$ cat src/rtl/lock_ctrl.sv
// Supervisory controller for the sequence-detecting lock core: button edge detection, door hold, failed-attempt lockout.
// Optional entry timeout is enabled by defining LOCK_CTRL_TIMEOUT_EN.
module lock_ctrl #(
   parameter int unsigned CODE_LEN       = 5,
   parameter int unsigned MAX_FAIL       = 3,
   parameter int unsigned OPEN_CYCLES    = 50000000,
   parameter int unsigned LOCKOUT_CYCLES = 500000000,
   parameter int unsigned TIMEOUT_CYCLES = 250000000
) (
   input  logic       clk,
   input  logic       rst,
   input  logic       btn0,
   input  logic       btn1,
   input  logic       core_unlock,
   output logic       core_b0,
   output logic       core_b1,
   output logic       core_rst,
   output logic       door_open,
   output logic       lockout,
   output logic [3:0] fail_count,
   output logic [1:0] ctrl_state
);

   localparam int unsigned MAX_OL  = (OPEN_CYCLES > LOCKOUT_CYCLES) ? OPEN_CYCLES : LOCKOUT_CYCLES;
   localparam int unsigned TMR_MAX = (MAX_OL > TIMEOUT_CYCLES) ? MAX_OL : TIMEOUT_CYCLES;
   localparam int unsigned TMR_W   = $clog2(TMR_MAX) + 1;
   localparam int unsigned CNT_W   = 4;
   localparam int unsigned FAIL_W  = 4;

   typedef enum logic [1:0] {
      S_IDLE    = 2'd0,
      S_ENTRY   = 2'd1,
      S_OPEN    = 2'd2,
      S_LOCKOUT = 2'd3
   } state_e;

   state_e              state_q, state_d;
   logic [CNT_W-1:0]    digit_cnt_q, digit_cnt_d;
   logic [1:0]          judge_q, judge_d;
   logic [TMR_W-1:0]    timer_q, timer_d;
   logic [FAIL_W-1:0]   fail_cnt_q, fail_cnt_d;
   logic                btn0_q, btn1_q;
   logic                core_b0_q, core_b0_d;
   logic                core_b1_q, core_b1_d;
   logic                core_rst_q, core_rst_d;
   logic                door_open_q, door_open_d;
   logic                lockout_q, lockout_d;
   logic                press0, press1;
   logic [FAIL_W-1:0]   fail_inc;

   // A rise is a digit only if the other button is idle, so chords never count
   assign press0 = btn0 & ~btn0_q & ~btn1;
   assign press1 = btn1 & ~btn1_q & ~btn0;
   assign fail_inc = (fail_cnt_q == 4'hF) ? fail_cnt_q : fail_cnt_q + FAIL_W'(1);

   // Next-state and registered-output logic
   always_comb begin
      state_d     = state_q;
      digit_cnt_d = digit_cnt_q;
      judge_d     = judge_q;
      timer_d     = timer_q;
      fail_cnt_d  = fail_cnt_q;
      core_b0_d   = 1'b0;
      core_b1_d   = 1'b0;
      core_rst_d  = 1'b0;
      door_open_d = 1'b0;
      lockout_d   = 1'b0;

      case (state_q)
         S_IDLE: begin
            if (press0 || press1) begin
               core_b0_d   = press0;
               core_b1_d   = press1;
               digit_cnt_d = CNT_W'(1);
               judge_d     = 2'd0;
               timer_d     = TMR_W'(TIMEOUT_CYCLES);
               state_d     = S_ENTRY;
            end
         end

         S_ENTRY: begin
            if (core_unlock) begin
               state_d     = S_OPEN;
               door_open_d = 1'b1;
               fail_cnt_d  = '0;
               digit_cnt_d = '0;
               judge_d     = 2'd0;
               timer_d     = TMR_W'(OPEN_CYCLES - 1);
            end else if (digit_cnt_q == CNT_W'(CODE_LEN)) begin
               // Judge window: pulse cycle plus two more cycles for the core to answer
               if (judge_q == 2'd2) begin
                  fail_cnt_d  = fail_inc;
                  core_rst_d  = 1'b1;
                  digit_cnt_d = '0;
                  judge_d     = 2'd0;
                  if (fail_inc >= FAIL_W'(MAX_FAIL)) begin
                     state_d   = S_LOCKOUT;
                     lockout_d = 1'b1;
                     timer_d   = TMR_W'(LOCKOUT_CYCLES - 1);
                  end else begin
                     state_d = S_IDLE;
                  end
               end else begin
                  judge_d = judge_q + 2'd1;
               end
            end else if (press0 || press1) begin
               core_b0_d   = press0;
               core_b1_d   = press1;
               digit_cnt_d = digit_cnt_q + CNT_W'(1);
               timer_d     = TMR_W'(TIMEOUT_CYCLES);
            end
`ifdef LOCK_CTRL_TIMEOUT_EN
            else if (timer_q == '0) begin
               core_rst_d  = 1'b1;
               digit_cnt_d = '0;
               state_d     = S_IDLE;
            end else begin
               timer_d = timer_q - TMR_W'(1);
            end
`else
`endif
         end

         S_OPEN: begin
            if (timer_q == '0) begin
               core_rst_d = 1'b1;
               state_d    = S_IDLE;
            end else begin
               door_open_d = 1'b1;
               timer_d     = timer_q - TMR_W'(1);
            end
         end

         S_LOCKOUT: begin
            if (timer_q == '0) begin
               fail_cnt_d = '0;
               state_d    = S_IDLE;
            end else begin
               lockout_d  = 1'b1;
               core_rst_d = 1'b1;
               timer_d    = timer_q - TMR_W'(1);
            end
         end

         default: state_d = S_IDLE;
      endcase
   end

   // State and output registers; core_rst is asserted for the cycle after reset
   always_ff @(posedge clk) begin
      if (rst) begin
         state_q     <= S_IDLE;
         digit_cnt_q <= '0;
         judge_q     <= 2'd0;
         timer_q     <= '0;
         fail_cnt_q  <= '0;
         btn0_q      <= 1'b0;
         btn1_q      <= 1'b0;
         core_b0_q   <= 1'b0;
         core_b1_q   <= 1'b0;
         core_rst_q  <= 1'b1;
         door_open_q <= 1'b0;
         lockout_q   <= 1'b0;
      end else begin
         state_q     <= state_d;
         digit_cnt_q <= digit_cnt_d;
         judge_q     <= judge_d;
         timer_q     <= timer_d;
         fail_cnt_q  <= fail_cnt_d;
         btn0_q      <= btn0;
         btn1_q      <= btn1;
         core_b0_q   <= core_b0_d;
         core_b1_q   <= core_b1_d;
         core_rst_q  <= core_rst_d;
         door_open_q <= door_open_d;
         lockout_q   <= lockout_d;
      end
   end

   assign core_b0    = core_b0_q;
   assign core_b1    = core_b1_q;
   assign core_rst   = core_rst_q;
   assign door_open  = door_open_q;
   assign lockout    = lockout_q;
   assign fail_count = fail_cnt_q;
   assign ctrl_state = state_q;

endmodule

$ cat config.mk
export PLATFORM = sky130hd
export DESIGN_NAME = lock_ctrl
export DESIGN_NICKNAME = d
export VERILOG_FILES = /design/src/rtl/lock_ctrl.sv
export SDC_FILE = /design/constraint.sdc
export NUM_CORES = 1
export LEC_CHECK = 0
export ABC_AREA = 1
export CORE_MARGIN = 4
export CORE_UTILIZATION = 35
export DETAILED_ROUTE_END_ITERATION = 10
export PLACE_DENSITY = 0.58
export SYNTH_ARGS = -nofsm -noshare
export SYNTH_HDL_FRONTEND = slang
export SYNTH_SLANG_ARGS = --single-unit
$ cat constraint.sdc
create_clock -name clk -period 3.8 [get_ports clk]
set_clock_uncertainty 0.15 [all_clocks]
set_input_delay 0.57 -clock clk [delete_from_list [all_inputs] [get_ports clk]]
set_output_delay 0.57 -clock clk [all_outputs]
set_load 0.01 [all_outputs]
==> results_dict.tcl, run 1 <==
set metrics [dict create \
    outcome "complete, no violations" \
    worstMarginPinSlew_ps 620 \
    synth_compound_area_share_pct 13.6 \
    vdd_drop_max_uv 388 \
    rsz0062_at_grt "no" \
    cts_buffers 5 \
    slew_viol_final 0 \
    post-place-ws_ps 942 \
    setup_ws_ps 986 \
    fin_util_pct 40.0 \
    worstPathRequired_ps 3860 \
    syn_nets 662 \
    cts_buffer_depth 2 \
    postCtsResizedCells 0 \
    clkLatencyLatePin_ps 320 \
    met2_usage_pct 29.4 \
    portBuffers 15 \
    setup_tns_ps 0 \
    synth_top_family_by_area "simple AND/OR/NAND/NOR gates" \
    dp_cells 785 \
    fmax_mhz 355 \
    synth-seq-cells 49 \
    crit_slowest_cell "ha_1" \
    synthMuxAreaShare_pct 0 \
    max_slew_margin_pct 58.7 \
    rr_startpoint "ctrl_state[1]$_SDFFE_PP0P_" \
    root_buffer "clkbuf_8" \
    postCtsSetupRepairBufs 0 \
    yosys.area_share.simple_pct 47.8 \
    place_congestion 0.888 \
    drt_wl_total_um 11700 \
    hold_path_end "digit_cnt_q[3]$_SDFFE_PP0P_" \
    finalSetupViolations 0 \
    slowest_delay_ps 560 \
    path_cells "inv_1 -> ha_1 -> inv_2 -> nor2_4 -> nand2_1 -> nand2_1 -> nand2_1 -> nand2_1 -> inv_1 -> nand4_1 -> xor2_1 -> nor2_1" \
    grt_antenna_before_repair 0 \
    rows 37 \
    die_y_um 113 \
    cts_hold_buffers 0 \
    drtIter0Drc 350 \
    cts_sinks 49 \
    grt_max_degree 32 \
    final_nets 669 \
    chipWidth_um 113 \
    wl_per_cell_um 14.7 \
    crit_family "simple AND/OR/NAND/NOR gates" \
    leakage_nw 1.90 \
    grt_usage_pct 18.2 \
    reg2regPathDepth 12 \
    avgViaCountPerCell 5.35 \
    max_cap_violations 0 \
    ys.flop_type "dfxtp_1" \
    synthArstFlopShare_pct 0 \
    drtAntennaViolNets 0 \
    dieArea_um2 12700 \
    fin_cells 793 \
    htree_num_levels 2 \
    cts.clk_slew.worst_paths_ps 100 \
    fin_crit_sh_pct 74.0 \
    synth_area_um2 3840 \
    critPathMaxFanout 14 \
    top_level_ports 16 \
    critPathBufInv 3 \
    arrival_ps 2880 \
    fill_cells 1138 \
    initial_utilization_pct 36.5 \
    syn_inst 649 \
    reg2reg_to "digit_cnt_q[3]$_SDFFE_PP0P_" \
    netlist-cell-type-count 38 \
    drc 0 \
    grt-busiest-layer "met2" \
    mostFrequentLayoutCells "nand2_1 (180), nor2_1 (109), nand3_1 (75), inv_1 (57), dfxtp_1 (49)" \
    use_met3_pct 2.14 \
    core_area_um2 10500 \
    syn_area_per_cell_um2 5.91 \
    cpMostUsedCell "nand2_1" \
    hold_path_depth 2 \
    cts_tree "yes" \
    hp-class "reg -> reg" \
    dp_hpwl_um 8350 \
    synth_xor_area_share_pct 1.14 \
    min_from "digit_cnt_q[3]$_SDFFE_PP0P_" \
    final_common_cell "nand2_1" \
    drive_gt1_share_pct 6.39 \
    grt_pass1_vias 3843 \
    grt_overflow 0 \
    crit_path_start_kind "flop" \
    p_total_w 0.00382 \
    antenna_cells 0 \
    synth_edf_count 0 \
    hold_viol_final 0 \
    p_per_area_nw_per_um2 909 \
    rrSetupSlack_ps 990 \
    first_pass_iters 5 \
    vias 4242 \
    areaGrowthSynthToFinish_pct 9.46 \
    grt_pass1_wl_um 19200 \
    path_class "reg -> reg" \
    yosysSeqAreaShare_pct 25.6 \
    worst_setup_path_end_kind "flop" \
    period_minus_slack_ps 2810 \
    grt_use_met1_pct 25.4 \
    synth_adder_area_share_pct 2.61 \
    ys.warnings.count 0 \
]
sequential cells by signal, summed over array words and instances, names as in the netlist:
signal	flops
btn0_q	1
btn1_q	1
core_b0	1
core_b1	1
core_rst	1
ctrl_state	2
digit_cnt_q	4
door_open	1
fail_count	4
judge_q	2
lockout	1
timer_q	30
power by group:
part           switching (W)  internal, W
combinational        0.00171     0.000834
clock               0.000206     0.000198
sequential          0.000205     0.000664
worst reg2reg max path, stage by stage, from the launching register on:
cell	delay, ps
dfxtp_1	350
inv_1	110
ha_1	560
inv_2	150
nor2_4	240
nand2_1	200
nand2_1	250
nand2_1	120
nand2_1	190
inv_1	90
nand4_1	90
xor2_1	150
nor2_1	50
synth_stat cells (4+ instances only):
cell type,number,area (um^2)
ha_1,8,100
nand4_1,9,56.3
a21oi_1,27,135
nor2_1,109,409
a31oi_1,4,25.0
o21ai_0,38,190
o21ai_1,14,70.1
nor2_2,6,37.5
nand2_1,180,676
nand3_1,75,375
dfxtp_1,49,981
nor3_1,8,40.0
xor2_1,5,43.8
buf_6,5,56.3
clkbuf_1,13,48.8
inv_1,57,214
nand2_2,4,25.0
buf_2,4,20.0
routing by layer:
| layer | wire [um] | up-vias | share of wire [%] |
|---|---|---|---|
| li1 | - | 2119 | - |
| met1 | 5410 | 1965 | 46 |
| met2 | 5320 | 139 | 46 |
| met3 | 680 | 19 | 5.8 |
| met4 | 242 | 0 | 2.1 |
| met5 | 0 | - | 0 |
metrics by stage:
stage	cell area, um^2	hold slack [ps]
6_report	4200	369
5_1_grt	4200	384
4_1_cts	4200	364
3_5_place_dp	4080	345
3_3_place_gp	4080	340
2_1_floorplan	3840	314
how the worst max path moves through the flow:
stage | startpoint | endpoint | slack [ps] | cells past startpoint
5_1_grt | ctrl_state[1]$_SDFFE_PP0P_ | digit_cnt_q[3]$_SDFFE_PP0P_ | 710 | 12
4_1_cts | ctrl_state[1]$_SDFFE_PP0P_ | digit_cnt_q[3]$_SDFFE_PP0P_ | 960 | 12
3_5_place_dp | btn1 | digit_cnt_q[3]$_SDFFE_PP0P_ | 940 | 11
2_1_floorplan | ctrl_state[1]$_SDFFE_PP0P_ | timer_q[17]$_SDFFE_PP0P_ | 1850 | 12
3_3_place_gp | btn1 | digit_cnt_q[3]$_SDFFE_PP0P_ | 980 | 11
6_report | ctrl_state[1]$_SDFFE_PP0P_ | digit_cnt_q[3]$_SDFFE_PP0P_ | 990 | 12
cell type report:
cell class / count / area, um^2 / share of cell area [%]
clock buffers: 5 / 68.8 / 1.64
clock inverters: 3 / 46.3 / 1.10
inverters: 61 / 231 / 5.51
multi-input cells: 517 / 2500 / 59.5
flip-flops and latches: 49 / 981 / 23.4
well taps: 136 / 170 / 4.05
repair buffers: 22 / 203 / 4.83
cells by family after synthesis:
family / count (synthesis)
AND/OR/NAND/NOR: 408
adder cells (fa/ha/maj): 8
AO/OA/AOI/OAI: 96
buffers and inverters: 83
flip-flops: 49
XOR/XNOR: 5
Power figures use the tool's default switching activity.
==> run 2: changes to the inputs <==
clock period = 2.63 ns   (was 3.8 ns; I/O delays follow)
==> run 2 against run 1 <==
Net effect:
- first-iteration DRC count down 11%
- global-route usage up 0.43 points
- maximum frequency up 19%
- routed wire length up 0.61%
- largest cell class unchanged
- final area up 1.7%
- worst setup slack worse by 720 ps
- sequential share of layout area down 0.38 points
- largest power group unchanged
==> results_dict.tcl, run 2 (synthesis gave the netlist of run 1 again) <==
set metrics [dict create \
    htree_num_levels 2 \
    critPathMaxFanout 31 \
    post-place-ws_ps 207 \
    wl_per_cell_um 14.6 \
    first_pass_iters 5 \
    setup_ws_ps 262 \
    arrival_ps 2430 \
    portBuffers 15 \
    path_class "reg -> reg" \
    outcome "complete, no violations" \
    fmax_mhz 422 \
    dieArea_um2 12700 \
    max_slew_margin_pct 63.1 \
    final_nets 681 \
    vdd_drop_max_uv 424 \
    drtIter0Drc 313 \
    largest_register_ffs 30 \
    dp_hpwl_um 8790 \
    min_from "digit_cnt_q[1]$_SDFFE_PP0P_" \
    root_buffer "clkbuf_8" \
    fin_util_pct 40.6 \
    reg2regPathDepth 12 \
    avgViaCountPerCell 5.29 \
    hold_path_end "digit_cnt_q[1]$_SDFFE_PP0P_" \
    fin_crit_sh_pct 90.0 \
    grt_pass1_wl_um 19700 \
    grt_overflow 0 \
    cts_buffer_depth 2 \
    cts_sinks 49 \
    leakage_nw 1.95 \
    regMostFlops "timer_q" \
    areaGrowthSynthToFinish_pct 11.3 \
    antenna_cells 0 \
    grt_antenna_before_repair 0 \
    slew_viol_final 0 \
    drc 0 \
    chipWidth_um 113 \
    die_y_um 113 \
    fill_cells 1132 \
    vias 4262 \
    rows 37 \
    clkLatencyLatePin_ps 310 \
    initial_utilization_pct 36.5 \
    drive_gt1_share_pct 7.92 \
    grt_usage_pct 18.6 \
    top_level_ports 16 \
    hp-class "reg -> reg" \
    worstMarginPinSlew_ps 554 \
    hold_viol_final 0 \
    mostFrequentLayoutCells "nand2_1 (180), nor2_1 (109), nand3_1 (75), inv_1 (57), dfxtp_1 (49)" \
    holdWs_ps 361 \
    cts_hold_buffers 0 \
    p_sw_w 0.00302 \
    max_cap_violations 0 \
    intPower_w 0.00241 \
    p_per_area_nw_per_um2 1270 \
    cts_tree "yes" \
    final_common_cell "nand2_1" \
    post_dp_cell_area_um2 4190 \
    grt_max_degree 32 \
    place_congestion 0.948 \
    grt_pass1_vias 3940 \
    drtAntennaViolNets 0 \
    period_minus_slack_ps 2370 \
    worstPathRequired_ps 2690 \
    postCtsResizedCells 0 \
    combPwrFrac_pct 68.4 \
    rr_startpoint "fail_count[0]$_SDFFE_PP0P_" \
    crit_path_start_kind "flop" \
    finalSetupViolations 0 \
    path_cells "ha_1 -> nand2_1 -> nor2_1 -> a21oi_1 -> nand3_1 -> nand2_1 -> nand2_2 -> nand2_8 -> inv_4 -> nand2_1 -> nor2_1 -> nor2_1" \
    hold_path_depth 2 \
    final_area_um2 4270 \
    reg2reg_to "timer_q[19]$_SDFFE_PP0P_" \
    cts.clk_slew.worst_paths_ps 100 \
    slowest_delay_ps 410 \
    setup_tns_ps 0 \
    postCtsSetupRepairBufs 0 \
    crit_slowest_cell "dfxtp_1" \
    rrSetupSlack_ps 260 \
    core_area_um2 10500 \
    cts_buffers 5 \
    worst_setup_path_end_kind "flop" \
    clkPwrFrac_pct 8.3 \
    swShare_pct 55.6 \
    drt_wl_total_um 11700 \
    seqPwrFrac_pct 23.3 \
    rsz0062_at_grt "no" \
]
==> run 2: worst max path at each step <==
stage                                     startpoint                        to  slack (ps)  cells past startpoint
after CTS                 fail_count[0]$_SDFFE_PP0P_  timer_q[19]$_SDFFE_PP0P_         290                     12
after global routing      fail_count[0]$_SDFFE_PP0P_   timer_q[6]$_SDFFE_PP0P_          50                     11
after global placement                   core_unlock  timer_q[17]$_SDFFE_PP0P_         250                      9
after floorplan           ctrl_state[1]$_SDFFE_PP0P_  timer_q[17]$_SDFFE_PP0P_         680                     12
after detailed placement                 core_unlock  timer_q[25]$_SDFFE_PP0P_         210                      9
final                     fail_count[0]$_SDFFE_PP0P_  timer_q[19]$_SDFFE_PP0P_         260                     12
==> run 2: cell type report <==
| class | instances | area [um^2] | share of cell area [%] |
|---|---|---|---|
| clock buffers | 6 | 72.6 | 1.70 |
| clock inverters | 2 | 10.0 | 0.234 |
| inverters | 61 | 231 | 5.42 |
| multi-input cells | 517 | 2500 | 58.5 |
| flip-flops and latches | 49 | 981 | 23.0 |
| well taps | 136 | 170 | 3.99 |
| repair buffers | 34 | 305 | 7.15 |
==> run 2: power groups by stage <==
stage               clock, W  sequential [W]  combinational (W)
global placement           0         0.00127            0.00364
finish              0.000453         0.00127            0.00372
floorplan                  0         0.00121            0.00274
detailed placement         0         0.00128            0.00366
CTS                 0.000473         0.00126            0.00368
global route        0.000495         0.00131            0.00422
==> run 2: through the flow <==
stage,total power (W),cells
floorplan,0.00395,649
global placement,0.00491,797
detailed placement,0.00494,797
CTS,0.00541,805
global route,0.00602,805
finish,0.00543,805
==> run 2: routing by layer <==
layer	track usage, %	part of all wire [%]	vias up
met5	0	0	-
met4	4.81	1.7	0
met3	3.69	6.1	18
met2	29.5	45	138
met1	26.0	48	1958
li1	-	-	2148
==> run 2: critical path: cells and delay by family, from the launching register on <==
kind,cells,cell delay [ps]
buffers and inverters,1,320
and+or+nand+nor,9,1060
AOI/OAI and AO/OA,1,70
adders and majority gates,1,250
DFF,1,410
